## config.mk

```make
export PLATFORM = sky130hd
export DESIGN_NAME = rf_op_sequencer
export DESIGN_NICKNAME = d
export VERILOG_FILES = /design/src/rtl/rf_op_sequencer.sv
export SDC_FILE = /design/constraint.sdc
export NUM_CORES = 1
export LEC_CHECK = 0
export BUFFER_PORTS_ARGS = -buffer_cell sky130_fd_sc_hd__buf_4
export CAP_MARGIN = 20
export CELL_PAD_IN_SITES_DETAIL_PLACEMENT = 2
export CELL_PAD_IN_SITES_GLOBAL_PLACEMENT = 2
export CORE_MARGIN = 4
export CORE_UTILIZATION = 33
export DETAILED_ROUTE_END_ITERATION = 12
export PLACE_DENSITY_LB_ADDON = 0.1
export SLEW_MARGIN = 20
export SYNTH_ARGS = -nofsm -noshare
export SYNTH_HDL_FRONTEND = slang
export SYNTH_SLANG_ARGS = --single-unit
```

## constraint.sdc

```tcl
create_clock -name clk -period 4.4 [get_ports clk]
set_clock_uncertainty 0.05 [all_clocks]
set_input_delay 0.66 -clock clk [delete_from_list [all_inputs] [get_ports clk]]
set_output_delay 0.66 -clock clk [all_outputs]
set_load 0.1 [all_outputs]
```

## src/rtl/rf_op_sequencer.sv

```systemverilog
// Four-state register-file operation sequencer.
// Reads two sources, executes one ALU op, writes the result back.
module rf_op_sequencer #(
  parameter int DATA_W = 16,
  parameter int ADDR_W = 5
) (
  input  logic              clk,
  input  logic              rst,
  input  logic              instr_valid,
  output logic              instr_ready,
  input  logic [3:0]        opcode,
  input  logic [ADDR_W-1:0] rd,
  input  logic [ADDR_W-1:0] rs,
  input  logic [ADDR_W-1:0] rt,
  output logic [ADDR_W-1:0] Ra,
  output logic [ADDR_W-1:0] Rb,
  output logic [ADDR_W-1:0] Rw,
  output logic              WrEn,
  output logic [DATA_W-1:0] busW,
  input  logic [DATA_W-1:0] busA,
  input  logic [DATA_W-1:0] busB,
  output logic              done,
  output logic [DATA_W-1:0] result,
  output logic              ovf
);

  typedef enum logic [1:0] {
    IDLE,
    READ,
    EXEC,
    WB
  } state_t;

  state_t              r_state;
  logic [3:0]          r_op;
  logic [ADDR_W-1:0]   r_rd;
  logic [ADDR_W-1:0]   r_ra;
  logic [ADDR_W-1:0]   r_rb;
  logic [ADDR_W-1:0]   r_rw;
  logic                r_wren;
  logic [DATA_W-1:0]   r_busw;
  logic                r_done;
  logic [DATA_W-1:0]   r_result;
  logic                r_ovf;

  logic [DATA_W-1:0]   w_sum;
  logic [DATA_W-1:0]   w_dif;
  logic [3:0]          w_sh;
  logic [DATA_W-1:0]   w_res;
  logic                w_ovf;
  logic                w_wr;
  logic                w_arith;

  assign w_sum = busA + busB;
  assign w_dif = busA - busB;
  assign w_sh  = busB[3:0];

  // ALU: result, overflow and write/arith qualifiers for the latched op
  always_comb begin
    w_res   = r_result;
    w_ovf   = r_ovf;
    w_wr    = 1'b1;
    w_arith = 1'b0;
    case (r_op)
      4'd0: begin
        w_res   = w_sum;
        w_arith = 1'b1;
        w_ovf   = (busA[DATA_W-1] == busB[DATA_W-1]) &&
                  (w_sum[DATA_W-1] != busA[DATA_W-1]);
      end
      4'd1: begin
        w_res   = w_dif;
        w_arith = 1'b1;
        w_ovf   = (busA[DATA_W-1] != busB[DATA_W-1]) &&
                  (w_dif[DATA_W-1] != busA[DATA_W-1]);
      end
      4'd2: w_res = busA & busB;
      4'd3: w_res = busA | busB;
      4'd4: w_res = busA ^ busB;
      4'd5: w_res = busA << w_sh;
      4'd6: w_res = busA >> w_sh;
      4'd7: w_res = $signed(busA) >>> w_sh;
      4'd8: w_res = {{(DATA_W-1){1'b0}},
                     ($signed(busA) < $signed(busB))};
      4'd9: w_res = busA;
      default: w_wr = 1'b0;
    endcase
  end

  // Sequencer FSM with registered register-file and status outputs
  always_ff @(posedge clk) begin
    if (rst) begin
      r_state  <= IDLE;
      r_op     <= '0;
      r_rd     <= '0;
      r_ra     <= '0;
      r_rb     <= '0;
      r_rw     <= '0;
      r_wren   <= 1'b0;
      r_busw   <= '0;
      r_done   <= 1'b0;
      r_result <= '0;
      r_ovf    <= 1'b0;
    end else begin
      case (r_state)
        IDLE: begin
          if (instr_valid) begin
            r_op    <= opcode;
            r_rd    <= rd;
            r_ra    <= rs;
            r_rb    <= rt;
            r_state <= READ;
          end
        end
        READ: r_state <= EXEC;
        EXEC: begin
          r_done <= 1'b1;
          if (w_wr) begin
            r_result <= w_res;
            r_busw   <= w_res;
            r_rw     <= r_rd;
            r_wren   <= 1'b1;
          end
          if (w_arith) r_ovf <= w_ovf;
          r_state <= WB;
        end
        WB: begin
          r_done  <= 1'b0;
          r_wren  <= 1'b0;
          r_state <= IDLE;
        end
        default: r_state <= IDLE;
      endcase
    end
  end

  assign instr_ready = (r_state == IDLE);
  assign Ra          = r_ra;
  assign Rb          = r_rb;
  assign Rw          = r_rw;
  assign WrEn        = r_wren;
  assign busW        = r_busw;
  assign done        = r_done;
  assign result      = r_result;
  assign ovf         = r_ovf;

endmodule
```

# ---- Yosys cells after proc, flatten, opt, wreduce, memory -nomap -nowiden
# Cells that the tools add are included.
dict set report word_totals {
  ff_bits 45
  in_bits 54
  output_inout_bits 51
  word_cells 60
}
dict set report op_classes {
  addsub 2
  n_lt_le_gt_ge 1
  eq_ne 18
  n_shift 3
  mux 9
  bitwise_logic 3
  n_reduce_logical 14
}
# op n
set ops {}
lappend ops {{16-bit case mux with 10 select lines} 1}
lappend ops {{16-bit adder} 1}
lappend ops {{16-bit AND} 1}
lappend ops {{4-bit by 3-bit equality test with 1-bit output (second input constant)} 4}
lappend ops {{16-bit < comparator} 1}
lappend ops {{16-bit bitwise OR} 1}
lappend ops {{16-bit by 4-bit left shift with 16-bit output} 1}
lappend ops {{16-bit by 4-bit >> shifter with 16-bit output} 1}
lappend ops {{16-bit by 4-bit >>> shifter with 16-bit output} 1}
lappend ops {{16-bit subtractor} 1}
lappend ops {{16-bit bitwise XOR} 1}
lappend ops {{10-bit nonzero test} 1}
lappend ops {{10-bit OR reduction} 1}
lappend ops {{4-bit by 2-bit equality test with 1-bit output (second input constant)} 2}
lappend ops {{4-bit equality test (second input constant)} 2}
lappend ops {{2-bit case mux with 4 select lines} 1}
lappend ops {{1-bit case mux with 2 select lines} 3}
lappend ops {{2-bit AND reduction} 3}
lappend ops {{3-bit AND reduction} 2}
lappend ops {{2-bit equality test (second input constant)} 2}
lappend ops {{4-bit by 1-bit equality test with 1-bit output (second input constant)} 1}
lappend ops {{4-bit zero test} 1}
lappend ops {{2-bit != test (second input constant)} 2}
lappend ops {{2-bit nonzero test} 2}
lappend ops {{other kinds (8)} 13}

# ---- Depth between registers and ports, before layout
dict set report logic_depth {
  depth_word 5
  ltp_mapped 12
  depth_no_buf 11
}

# ---- Worst setup path before layout
# Ideal clock, no wire load.
dict set report synth_path {
  path_kind {input port to flip-flop}
  start {in busB[3]}
  end {reg r_result[14], in the netlist result[14]}
  setup_time_ns 0.086
  t_arrival_ns 3.249
  required_time_ns 4.264
  setup_slack_ns 1.015
  cell_stages 12
  n_path_buf 3
  path_cell_list {clkbuf_1 -> inv_1 -> clkbuf_1 -> clkbuf_1 -> ha_1 -> nand2b_1 -> o311a_2 -> o211ai_1 -> a311o_1 -> a2111oi_2 -> o22ai_1 -> a211oi_1}
}
dict set report synth_via {
  elab_chain_cells 2
  word_cells_on_any_way 6
  classes_between {add/sub: 2; shift: 3; mux: 1}
}
# item line
set synth_rtl {}
lappend synth_rtl {{start: declaration} 21} ;# input logic [DATA_W-1:0] busB,
lappend synth_rtl {{16-bit subtractor, or another cell as far along} 55} ;# assign w_dif = busA - busB;
lappend synth_rtl {{16-bit case mux with 10 select lines (*)} 64} ;# case (r_op)
lappend synth_rtl {{end signal: assignment} 119} ;# r_result <= w_res;
lappend synth_rtl {{end: declaration} 43} ;# logic [DATA_W-1:0] r_result;
# Mark *: on every way between the ends. The rest lies on a longest branch, timed or not.
# A chain may end at the register's enable or synchronous reset.

# ---- Final worst setup path
dict set report layout_path {
  start {in busB[0]}
  end {reg r_result[12], in the netlist result[12]}
}
# Same word-level chain as after synthesis.

==> qor.txt <==
First-pass GRT wire length -> 39.8 mm
Crit start category -> input pin
YS warnings -> 0
Fin crit share -> 0.776
Post-synth EDFFs -> 0
Initial antenna violation count -> 0
Resize count post-CTS -> 0
Pre-antenna DRT Iters -> 4
#FFs+latches synth -> 45
PD cells -> 530 nW/um^2
Crit path time final -> 3.41 ns
Final Hold Fails -> 0
Setup CP Type -> in2reg
Root buffer cell -> clkbuf_16
Final Net Count -> 929
Synth unique cells -> 79
WL final -> 25.6 mm
Die width -> 140 um
Largest cells by area after synthesis -> dfxtp_1 16%, ha_1 11%, mux4_2 6.6%
Post-synth ARST share -> 0
CTS Buf Count -> 5
Fill cells -> 2,043
Antenna diode count -> 0
Num ports -> 105
Placement Cell Area -> 6520 um^2
Clock sinks -> 45
Area leader, netlist -> dfxtp_1
Area growth syn-to-layout -> 15.5%
Outcome -> finished clean
Min-Delay Path Class -> reg2reg
Most common cell after layout, fill and taps aside -> buf_4
Setup Viol. Count Final -> 0
Clk_lat worst skew -> 0.31 ns
Layout cells sized above 1 -> 0.193
Design area -> 6670 um^2
Worst path bufs/invs -> 2
Remaining global-route overflow -> 0
Most frequent cells in the layout -> 112 x buf_4, 93 x nand2_1, 68 x nor2_1
Leak pwr -> 2.81 nW
CTS max path bufs -> 2
Synth Flop Type -> dfxtp_1
Register-to-register setup slack -> 1.19 ns
Setup TNS -> 0 ns
Vias -> 6,434
Avg Cell Area, Syn -> 7.45 um^2
Register area share after synthesis -> 0.156
Peak Freq -> 293 MHz
Gpl congestion -> 0.884
Clock transition at path regs -> 0.08 ns
Number of remaining DRC errors -> 0
Number of global-route vias before repair -> 6,898
Max_cap viols -> 0
Routed WL per cell -> 24.4 um
Max-slew violations -> 0
Postcts setup bufs -> 0
Max incr delay on CP -> 0.43 ns
Netlist Area Pre-Place -> 5770 um^2
Initial core utilization -> 0.335
Post-route ant nets -> 0
Gate Count Post-Synth -> 775
CP Max Fanout -> 38
CP max-delay cell -> buf_4
Worst slew margin -> 0.317
Share of the synthesized area in the top cell type -> 0.156
Worst path arrival time -> 3.58 ns
CTS tree -> built
Worst Tran Pin Value -> 1.02 ns
Largest net degree at the start of global routing -> 48
# hold bufs at CTS -> 0
CP cell instances -> buf_4 -> ha_1 -> inv_1 -> fa_1 -> nor2b_2 -> o311a_2 -> o211ai_1 -> a311o_1 -> and3_1 -> o21ai_0 -> a211oi_1
Placed wire-length estimate -> 19.1 mm
Vias per cell -> 6.15
RSZ-0062 raised after global routing -> false
Die height -> 140 um
Worst Path Required -> 4.57 ns
Core Footprint -> 17,200 um^2
Site row count -> 48
Die area -> 19,700 um^2
IO buf count -> 104
Max H-tree Level -> 2
Initial DRC count -> 343
Peak VDD IR -> 0.000348 V
Crit path max-delay family -> compound AO/OA/AOI/OAI gates
Crit end category -> register
Overall Global Routing Usage -> 0.253
Syn_nets -> 883
## sequential cells by signal (all words and copies together), names as in the netlist
register / flops
Rw: 5
Rb: 5
done: 1
WrEn: 1
r_state: 2
result: 16
ovf: 1
Ra: 5
r_op: 4
r_rd: 5
## area by class of cell
cell class	instances	area [um^2]	area share
clock buffer	5	125	0.0188
clock inverter	3	25.0	0.00375
inverter	57	214	0.0321
multi-input combinational	600	4280	0.642
sequential	45	901	0.135
tap	225	282	0.0422
timing repair buffer	112	841	0.126
## worst register-to-register path, delay by kind of cell, from the launching register on
kind            cells  cell delay [ns]
simple gates        3             1.13
flops               1             0.91
compound gates      4             0.99
## per-layer routing
| layer | GRT usage | routed length [um] | part of all wire | up-vias |
|---|---|---|---|---|
| li1 | - | - | - | 2920 |
| met4 | 0.0903 | 843 | 0.033 | 0 |
| met2 | 0.436 | 12500 | 0.49 | 255 |
| met5 | 0 | 0 | 0 | - |
| met3 | 0.0642 | 1840 | 0.072 | 59 |
| met1 | 0.304 | 10400 | 0.41 | 3200 |
## metrics by stage
| stage | hold slack, ns | std cells | util | power (mW) | worst slack [ns] |
|---|---|---|---|---|---|
| global route | 0.431 | 1047 | 0.387 | 3.70 | 0.869 |
| global placement | 0.389 | 1039 | 0.378 | 3.06 | 0.825 |
| finish | 0.412 | 1047 | 0.387 | 3.53 | 0.985 |
| floorplan | 0.382 | 775 | - | 2.53 | 1.02 |
| detailed placement | 0.403 | 1039 | 0.378 | 3.12 | 0.731 |
| CTS | 0.413 | 1047 | 0.387 | 3.55 | 1.03 |
## logic make-up (layout without fill, tap and decap cells)
logic type / count (synthesis) / count (layout) / share of synthesized area
fa+ha+maj: 54 / 54 / 0.120
mux: 36 / 36 / 0.101
xor+xnor: 5 / 5 / 0.00759
simple gates: 261 / 261 / 0.219
compound gates: 244 / 244 / 0.291
buf+inv: 130 / 177 / 0.106
flops: 45 / 45 / 0.156
## worst paths after layout
path,start,endpoint,cells past startpoint
setup / recovery,busB[0],result[12]$_SDFFE_PP0P_,11
setup reg to reg,r_op[3]$_SDFFE_PP0P_,result[14]$_SDFFE_PP0P_,7
hold / removal,r_rd[2]$_SDFFE_PP0P_,Rw[2]$_SDFFE_PP0P_,2
hold reg to reg,r_rd[2]$_SDFFE_PP0P_,Rw[2]$_SDFFE_PP0P_,2
## report_power, final
group	internal, mW	leakage [nW]	switching, mW
Combinational	0.600	2.38	1.86
Clock	0.215	0.0704	0.207
Sequential	0.517	0.368	0.131
## synth_stat cells, types with 4 or more instances
| cell type | number |
|---|---|
| a211oi_1 | 14 |
| a21o_1 | 4 |
| a21oi_1 | 66 |
| a221o_1 | 8 |
| a221oi_1 | 11 |
| a22oi_1 | 4 |
| a311oi_1 | 6 |
| a31oi_1 | 12 |
| and2_1 | 6 |
| and3_1 | 4 |
| buf_1 | 6 |
| buf_2 | 12 |
| buf_4 | 21 |
| buf_6 | 4 |
| clkbuf_1 | 30 |
| dfxtp_1 | 45 |
| ha_1 | 52 |
| inv_1 | 56 |
| mux2i_1 | 15 |
| mux4_2 | 17 |
| nand2_1 | 93 |
| nand2b_1 | 8 |
| nand3_1 | 19 |
| nand4_1 | 6 |
| nor2_1 | 69 |
| nor2b_1 | 6 |
| nor3_1 | 15 |
| nor3b_1 | 4 |
| nor4_1 | 4 |
| o2111ai_1 | 6 |
| o211ai_1 | 9 |
| o21a_1 | 5 |
| o21ai_0 | 42 |
| o21bai_1 | 7 |
| o221ai_1 | 5 |
| o22ai_1 | 4 |
| o31ai_1 | 6 |
| or3_1 | 5 |
| xnor2_1 | 4 |
(Power assumes the default switching activity.)
